==> config.mk <==
export PLATFORM = sky130hd
export DESIGN_NAME = lsu_mem_ctrl
export DESIGN_NICKNAME = d
export VERILOG_FILES = /design/src/rtl/lsu_pkg.sv /design/src/rtl/lsu_align.sv /design/src/rtl/lsu_mem_ctrl.sv
export SDC_FILE = /design/constraint.sdc
export NUM_CORES = 1
export LEC_CHECK = 0
export CAP_MARGIN = 30
export CORE_MARGIN = 10
export CORE_UTILIZATION = 25
export DETAILED_ROUTE_END_ITERATION = 10
export HOLD_SLACK_MARGIN = 0.12
export PLACE_DENSITY_LB_ADDON = 0.05
export SLEW_MARGIN = 30
export SYNTH_ARGS = -nofsm -noshare
export SYNTH_HDL_FRONTEND = slang
export SYNTH_SLANG_ARGS = --single-unit
export TNS_END_PERCENT = 20
==> constraint.sdc <==
create_clock -name clk_i -period 2.8 [get_ports clk_i]
set_clock_uncertainty 0.05 [all_clocks]
set_input_delay 0.56 -clock clk_i [delete_from_list [all_inputs] [get_ports clk_i]]
set_output_delay 0.56 -clock clk_i [all_outputs]
set_load 0.1 [all_outputs]
==> src/rtl/lsu_pkg.sv <==
// Shared types and RV32I funct3 encodings for the load/store controller.
package lsu_pkg;

  typedef enum logic [1:0] {
    IDLE = 2'd0,
    RD   = 2'd1,
    WR   = 2'd2,
    RESP = 2'd3
  } state_t;

  localparam logic [2:0] F3_B  = 3'b000;
  localparam logic [2:0] F3_H  = 3'b001;
  localparam logic [2:0] F3_W  = 3'b010;
  localparam logic [2:0] F3_BU = 3'b100;
  localparam logic [2:0] F3_HU = 3'b101;

endpackage

==> src/rtl/lsu_align.sv <==
// Combinational load extension, sub-word store merge and funct3 legality.
// Byte 0 of i_word always belongs to the request address, so no lane
// shifting is required; only extension and low-byte replacement.
module lsu_align
  import lsu_pkg::*;
#(
  parameter int WIDTH = 32
) (
  input  logic             i_we,
  input  logic [2:0]       i_funct3,
  input  logic [WIDTH-1:0] i_word,
  input  logic [WIDTH-1:0] i_wdata,
  output logic [WIDTH-1:0] o_load_data,
  output logic [WIDTH-1:0] o_store_word,
  output logic             o_illegal
);

  // Decode size/sign and build both the extended load and the merged store.
  always_comb begin
    // NOTE: every output gets a default first so no path can infer a latch.
    o_load_data  = '0;
    o_store_word = i_wdata;
    o_illegal    = 1'b0;
    if (i_we) begin
      case (i_funct3)
        F3_B:    o_store_word = {i_word[WIDTH-1:8], i_wdata[7:0]};
        F3_H:    o_store_word = {i_word[WIDTH-1:16], i_wdata[15:0]};
        F3_W:    o_store_word = i_wdata;
        default: o_illegal    = 1'b1;
      endcase
    end else begin
      case (i_funct3)
        F3_B:    o_load_data = {{(WIDTH-8){i_word[7]}}, i_word[7:0]};
        F3_BU:   o_load_data = {{(WIDTH-8){1'b0}}, i_word[7:0]};
        F3_H:    o_load_data = {{(WIDTH-16){i_word[15]}}, i_word[15:0]};
        F3_HU:   o_load_data = {{(WIDTH-16){1'b0}}, i_word[15:0]};
        F3_W:    o_load_data = i_word;
        default: o_illegal   = 1'b1;
      endcase
    end
  end

endmodule

==> src/rtl/lsu_mem_ctrl.sv <==
// Load/store controller between the CPU memory stage and a byte-addressed,
// little-endian RAM that reads combinationally and always writes 4 bytes.
// Sub-word stores use read-modify-write. All outputs are registered.
module lsu_mem_ctrl
  import lsu_pkg::*;
#(
  parameter int WIDTH  = 32,
  parameter int ADDR_W = 17
) (
  input  logic             clk_i,
  input  logic             rst_ni,
  input  logic             req_valid_i,
  output logic             req_ready_o,
  input  logic             req_we_i,
  input  logic [2:0]       req_funct3_i,
  input  logic [WIDTH-1:0] req_addr_i,
  input  logic [WIDTH-1:0] req_wdata_i,
  output logic             resp_valid_o,
  input  logic             resp_ready_i,
  output logic [WIDTH-1:0] resp_rdata_o,
  output logic             resp_err_o,
  output logic             mem_we_o,
  output logic [WIDTH-1:0] mem_a_o,
  output logic [WIDTH-1:0] mem_wd_o,
  input  logic [WIDTH-1:0] mem_rd_i
);

  state_t           r_state;
  logic             r_we;
  logic [2:0]       r_funct3;
  logic [WIDTH-1:0] r_wdata;
  logic             r_req_ready;
  logic             r_resp_valid;
  logic [WIDTH-1:0] r_rdata;
  logic             r_err;
  logic             r_mem_we;
  logic [WIDTH-1:0] r_mem_a;   // doubles as the latched request address
  logic [WIDTH-1:0] r_mem_wd;

  logic             w_idle;
  logic             w_accept;
  logic             w_fault;
  logic             w_we;
  logic [2:0]       w_funct3;
  logic [WIDTH-1:0] w_load_data;
  logic [WIDTH-1:0] w_store_word;
  logic             w_illegal;

  assign w_idle   = (r_state == IDLE);
  assign w_accept = req_valid_i && r_req_ready;
  assign w_fault  = |req_addr_i[WIDTH-1:ADDR_W];

  // Legality is judged on the live request in IDLE; extension and merge
  // work on the latched request while the RAM word is on mem_rd_i in RD.
  assign w_we     = w_idle ? req_we_i     : r_we;
  assign w_funct3 = w_idle ? req_funct3_i : r_funct3;

  lsu_align #(.WIDTH(WIDTH)) u_align (
    .i_we         (w_we),
    .i_funct3     (w_funct3),
    .i_word       (mem_rd_i),
    .i_wdata      (r_wdata),
    .o_load_data  (w_load_data),
    .o_store_word (w_store_word),
    .o_illegal    (w_illegal)
  );

  // Request/response FSM; every output is updated on the transition into
  // the state that presents it. The RAM word is consumed straight from
  // mem_rd_i on leaving RD, so the merged store is registered into mem_wd.
  always_ff @(posedge clk_i or negedge rst_ni) begin
    if (!rst_ni) begin
      r_state      <= IDLE;
      r_we         <= 1'b0;
      r_funct3     <= '0;
      r_wdata      <= '0;
      r_req_ready  <= 1'b1;
      r_resp_valid <= 1'b0;
      r_rdata      <= '0;
      r_err        <= 1'b0;
      r_mem_we     <= 1'b0;
      r_mem_a      <= '0;
      r_mem_wd     <= '0;
    end else begin
      // NOTE: non-blocking assignments keep every register reading the
      // pre-edge values, independent of statement order.
      case (r_state)
        IDLE: begin
          if (w_accept) begin
            r_we        <= req_we_i;
            r_funct3    <= req_funct3_i;
            r_wdata     <= req_wdata_i;
            r_req_ready <= 1'b0;
            if (w_illegal || w_fault) begin
              r_state      <= RESP;
              r_resp_valid <= 1'b1;
              r_err        <= 1'b1;
              r_rdata      <= '0;
            end else if (req_we_i && (req_funct3_i == F3_W)) begin
              r_state  <= WR;
              r_mem_a  <= req_addr_i;
              r_mem_we <= 1'b1;
              r_mem_wd <= req_wdata_i;
            end else begin
              r_state <= RD;
              r_mem_a <= req_addr_i;
            end
          end
        end
        RD: begin
          if (r_we) begin
            r_state  <= WR;
            r_mem_we <= 1'b1;
            r_mem_wd <= w_store_word;
          end else begin
            r_state      <= RESP;
            r_resp_valid <= 1'b1;
            r_rdata      <= w_load_data;
            r_err        <= 1'b0;
          end
        end
        WR: begin
          r_state      <= RESP;
          r_mem_we     <= 1'b0;
          r_resp_valid <= 1'b1;
          r_rdata      <= '0;
          r_err        <= 1'b0;
        end
        RESP: begin
          if (resp_ready_i) begin
            r_state      <= IDLE;
            r_resp_valid <= 1'b0;
            r_req_ready  <= 1'b1;
            r_rdata      <= '0;
            r_err        <= 1'b0;
          end
        end
        default: r_state <= IDLE;
      endcase
    end
  end

  assign req_ready_o  = r_req_ready;
  assign resp_valid_o = r_resp_valid;
  assign resp_rdata_o = r_rdata;
  assign resp_err_o   = r_err;
  assign mem_we_o     = r_mem_we;
  assign mem_a_o      = r_mem_a;
  assign mem_wd_o     = r_mem_wd;

endmodule
Word-level counts from Yosys, hierarchy flattened:

Cells that the tools add are included.

* equal/unequal tests: 15
* multiplexer cells: 40
* bitwise gates (word level): 1
* reductions and logical operators: 18

Operator list (number)
* $mux 32: 10
* $pmux 32 s5: 1
* $pmux 32 s2: 2
* $pmux 32 s4: 1
* $mux 1: 16
* $reduce_or 15->1: 1
* $reduce_and 5->1: 2
* $mux 2: 4
* $ne 2x2->1 const B: 4
* $pmux 1 s4: 2
* $pmux 2 s4: 1
* $eq 3x2->1 const B: 2
* $eq 3x3->1 const B: 2
* $ne 2x1->1 const B: 3
* $reduce_and 3->1: 2
* $reduce_or 5->1: 1
* $eq 2x2->1 const B: 2
* $reduce_and 2->1: 2
* $reduce_and 4->1: 1
* $reduce_bool 2->1: 2
* $eq 3x1->1 const B: 1
* $logic_not 3->1: 1
* $mux 3: 1
* $pmux 1 s3: 1
* 8 further kinds: 9

* flip-flop bits (word level): 138
* input bits: 104
* output and inout bits: 100
* word-level logic and storage cells: 85

Logic depth before layout (Yosys ltp):

* depth after elaboration: 10
* mapped depth: 10
* gate-level depth less buffers: 7

By module:

From an unflattened synthesis, not the netlist that was laid out.

* cells, all modules: 599
* area, all modules: 6967.9 um^2

By module, submodules not included
* lsu_mem_ctrl: instances 1, cells each 486, area an instance 6221.0 um^2, seq. area each 3454.6 um^2
* lsu_align: instances 1, cells each 113, area an instance 747.0 um^2, seq. area each 0.0 um^2

Least setup slack after synthesis:

OpenSTA, ideal clock, no wires.

* kind: reg-to-reg
* from: register r_state[0]
* to: register r_mem_a[10] (netlist: mem_a_o[10])
* setup time: 128 ps
* arrival time: 2156 ps
* required time: 2622 ps
* slack: 466 ps
* cell stages (with the launch flop): 9
* buffers on the path: 1
* clock period less this slack: 2334 ps
* cell sequence: dfrtp_1 inv_1 ha_1 and2_1 a22o_1 or3_4 nor2_4 buf_6 mux2_1

* cells in the longest elaborated chain, start to end: 9
* elaborated cells between the ends (all ways): 16
* those cells by class: 4 x eq/ne; 5 x mux; 1 x bitwise; 6 x reduce/logical

Ends and longest elaborated chain
* start, declared: RTL line lsu_mem_ctrl.sv:28 `state_t r_state;`
* start signal, assigned: RTL line lsu_mem_ctrl.sv:73 `r_state <= IDLE;`
* start signal, assigned: RTL line lsu_mem_ctrl.sv:95 `r_state <= RESP;`
* start signal, assigned: RTL line lsu_mem_ctrl.sv:100 `r_state <= WR;`
* $logic_not 2->1 *: RTL line lsu_mem_ctrl.sv:49, lsu_mem_ctrl.sv:87
* $mux 3: RTL line lsu_mem_ctrl.sv:56 `assign w_funct3 = w_idle ? req_funct3_i : r_funct3;`
* $eq 3x3->1 (tied with other cells): RTL line lsu_align.sv:32 `case (i_funct3)`
* $reduce_or 5->1 (no line) or $reduce_or 3->1 (tied branches)
* $mux 1, on equally long branches: RTL line lsu_align.sv:32, lsu_align.sv:25
* $mux 1: RTL line lsu_align.sv:24 `if (i_we) begin`
* $logic_or 1x1->1: RTL line lsu_mem_ctrl.sv:94 `if (w_illegal || w_fault) begin`
* $not 1->1 (no line)
* $reduce_and 3->1 (no line) *
* end signal, assigned: RTL line lsu_mem_ctrl.sv:101 `r_mem_a <= req_addr_i;`
* end signal, assigned: RTL line lsu_mem_ctrl.sv:106 `r_mem_a <= req_addr_i;`
* end, declared: RTL line lsu_mem_ctrl.sv:37 `logic [WIDTH-1:0] r_mem_a;`

Every way passes the cells marked *; elsewhere a longest branch is shown, timed or not.
A chain may end at the register's enable or synchronous reset.

Final worst setup path:

* from: register r_state[1]
* to: register r_mem_a[6] (netlist: mem_a_o[6])

Same word-level chain as after synthesis.

==> results.json <==
{
  "vias_per_cell": 4.39,
  "slew_headroom_pct": 53.9,
  "fmax_mhz": 388,
  "setup_violations": 0,
  "antenna_left": 0,
  "cts_sinks": 138,
  "fillers": 2507,
  "grt_antenna_before_repair": 3,
  "ir_drop_mv": 0.670,
  "syn-num-nets": 631,
  "startpoint": "r_state[1]",
  "placed_area_sq_um": 8600,
  "first_pass_iters": 4,
  "synth_warnings": 0,
  "coreArea_sq_um": 25000,
  "drc_errors": 0,
  "die_height_um": 179,
  "final_hold_viol_count": 0,
  "synth_top_area_cell": "dfrtp_1",
  "r2r-start": "r_state[1]",
  "hold_start": "resp_rdata_o[25]",
  "power_density_nw_per_um2": 1300,
  "nets": 846,
  "ios": 204,
  "start_util_pct": 25.2,
  "max_cap_viol_count": 0,
  "synthFlopType": "dfrtp_1",
  "arrival_ns": 2.81,
  "synth.cell_area_sq_um": 6310,
  "drtIter0Drc": 209,
  "status": "complete, no violations",
  "setup_ws_ns": 0.223,
  "routed_wl_mm": 19.9,
  "async_flop_share_pct": 100,
  "post_cts_buffers": 0,
  "yosysTopAreaCellShare_pct": 54.3,
  "htree_levels": 4,
  "end_kind": "register",
  "port_buffers": 203,
  "grt_pass1_wl_mm": 30.5,
  "startpoint_type": "register",
  "p_leak_nw": 4.40,
  "post-route-util_pct": 36.8,
  "rsz0062_at_grt": "false",
  "finalCriticalPeriod_ns": 2.58,
  "numCtsBuffers": 17,
  "yosys-top-cells-area": "dfrtp_1, mux2_2, mux2_1",
  "fin_area_sq_um": 9220,
  "root_buffer": "clkbuf_16",
  "synthCells": 523,
  "clk_pin_slew_worst_paths_ns": 0.06,
  "critPathRequiredTime_ns": 3.04,
  "grt_max_degree": 62,
  "drv_slew": 0,
  "ys_ff_latch": 138,
  "cts_resized": 0,
  "overflow": 0,
  "dieArea_sq_um": 32000,
  "wl_per_cell_um": 18.3,
  "cp_max_fo": 32,
  "syn_to_final_growth_pct": 46.1,
  "crit_type": "register to register",
  "synth_area_per_cell_sq_um": 12.1,
  "clk_latency_ns": 0.41,
  "cts_tree": "yes",
  "hold_class": "register to register",
  "hold_buffers": 1,
  "synth_edf_count": 0,
  "synth.most_common_cell": "dfrtp_1",
  "drive_gt1_share_pct": 30.5,
  "rows": 58,
  "dp_slack_ns": -0.0113,
  "grt_pass1_vias": 5114,
  "worst_pin_slew_ns": 0.691,
  "die_w_um": 179,
  "clockBufferDepth": 2,
  "yosys.cell_types.count": 51,
  "synth_commonest_cells": "dfrtp_1, mux2_2, nand2_1, a21oi_1, mux2_1",
  "period_share_pct": 92.0,
  "grt_use_total_pct": 12.5,
  "hpwl_mm": 14.8,
  "gp_congestion": 0.785,
  "ys_seq_area_share_pct": 54.7,
  "via_count": 4757
}
-- metal layers --
metal	routed length, um	global-route usage (%)	share of wire, %	vias to the layer above
met2	9220	19.8	46	145
met5	13	0	0.065	-
met1	8590	15.1	43	2286
met4	175	3.13	0.88	2
li1	-	-	-	2311
met3	1880	5.64	9.4	13
-- flip-flops by register name, indices dropped and copies added (netlist names) --
name and cells:
mem_a_o 32, mem_wd_o 32, r_wdata 32, resp_rdata_o 32, r_funct3 3, r_state 2
mem_we_o 1, r_we 1, req_ready_o 1, resp_err_o 1, resp_valid_o 1
-- layout by cell type, fill, tap and decap left out, types with 2 or more instances in the layout --
master,Yosys,final
dfrtp_1,137,137
buf_4,6,117
clkdlybuf4s50_1,0,102
mux2_2,57,57
nand2_1,48,48
mux2_1,37,37
a21oi_1,37,37
nor2_1,26,26
mux2i_1,25,25
nor2b_1,17,17
clkbuf_16,0,17
a211oi_1,16,16
a21o_1,16,16
o21ai_1,9,9
inv_1,8,8
o31ai_1,8,8
nor4_1,7,7
buf_12,0,7
inv_6,0,5
nor3_1,4,4
o21ai_0,4,4
ha_1,4,3
clkinv_4,0,3
diode_2,0,2
o22ai_2,2,2
o22ai_1,2,2
clkinvlp_4,0,2
bufinv_16,0,2
-- worst max-delay path, cell delays in order, from the launching register on --
cell and delay [ns]:
dfrtp_1 0.41, inv_1 0.08, ha_1 0.31, and2_1 0.23, a22o_1 0.30, or3_4 0.41, nor2_4 0.11, buf_12 0.20
mux2_1 0.35
-- path summary, 6_finish.rpt --
check	end	slack, ns	depth (start not counted)
worst max-delay path	mem_a_o[6]	0.22	8
worst min-delay path	resp_rdata_o[25]	0.43	1
worst max register to register	mem_a_o[6]	0.22	8
worst min register to register	resp_rdata_o[25]	0.43	1
max in group asynchronous	mem_a_o[7]	1.27	3
min in group asynchronous	resp_rdata_o[1]	0.61	2
-- layout make-up --
type	instances	area [sq um]	area share, %
well taps	330	413	4.48
repair buffers	228	2060	22.4
diodes	2	5.00	0.0543
clock buffers	19	443	4.80
inverters	9	33.8	0.366
multi-input cells	344	2650	28.8
flip-flops and latches	138	3450	37.5
clock inverters	13	156	1.70
-- logic make-up (layout without fill, tap and decap cells) --
kind of cell / after synthesis / count (layout) / share of synthesized area [%]
DFF: 138 / 138 / 54.7
buffers and inverters: 41 / 269 / 3.55
and+or+nand+nor: 118 / 118 / 9.16
adders and majority gates: 4 / 4 / 0.793
AOI/OAI and AO/OA: 103 / 103 / 11.0
other: 0 / 2 / 0
muxes: 119 / 119 / 20.7
-- where the power goes --
part | switching, mW | internal (mW)
clock network | 0.944 | 1.36
registers | 0.390 | 2.67
logic | 4.60 | 1.98
-- stage by stage --
step,instances,hold slack (ns),total power [mW],setup TNS [ns]
finish,1083,0.429,12.0,0
global route,1081,0.456,12.7,0
CTS,1081,0.436,12.2,0
detailed placement,1048,0.422,9.78,-0.0694
global placement,1048,0.416,9.72,0
floorplan,523,0.214,8.04,0
No activity file was read; power rests on OpenSTA's default activity.
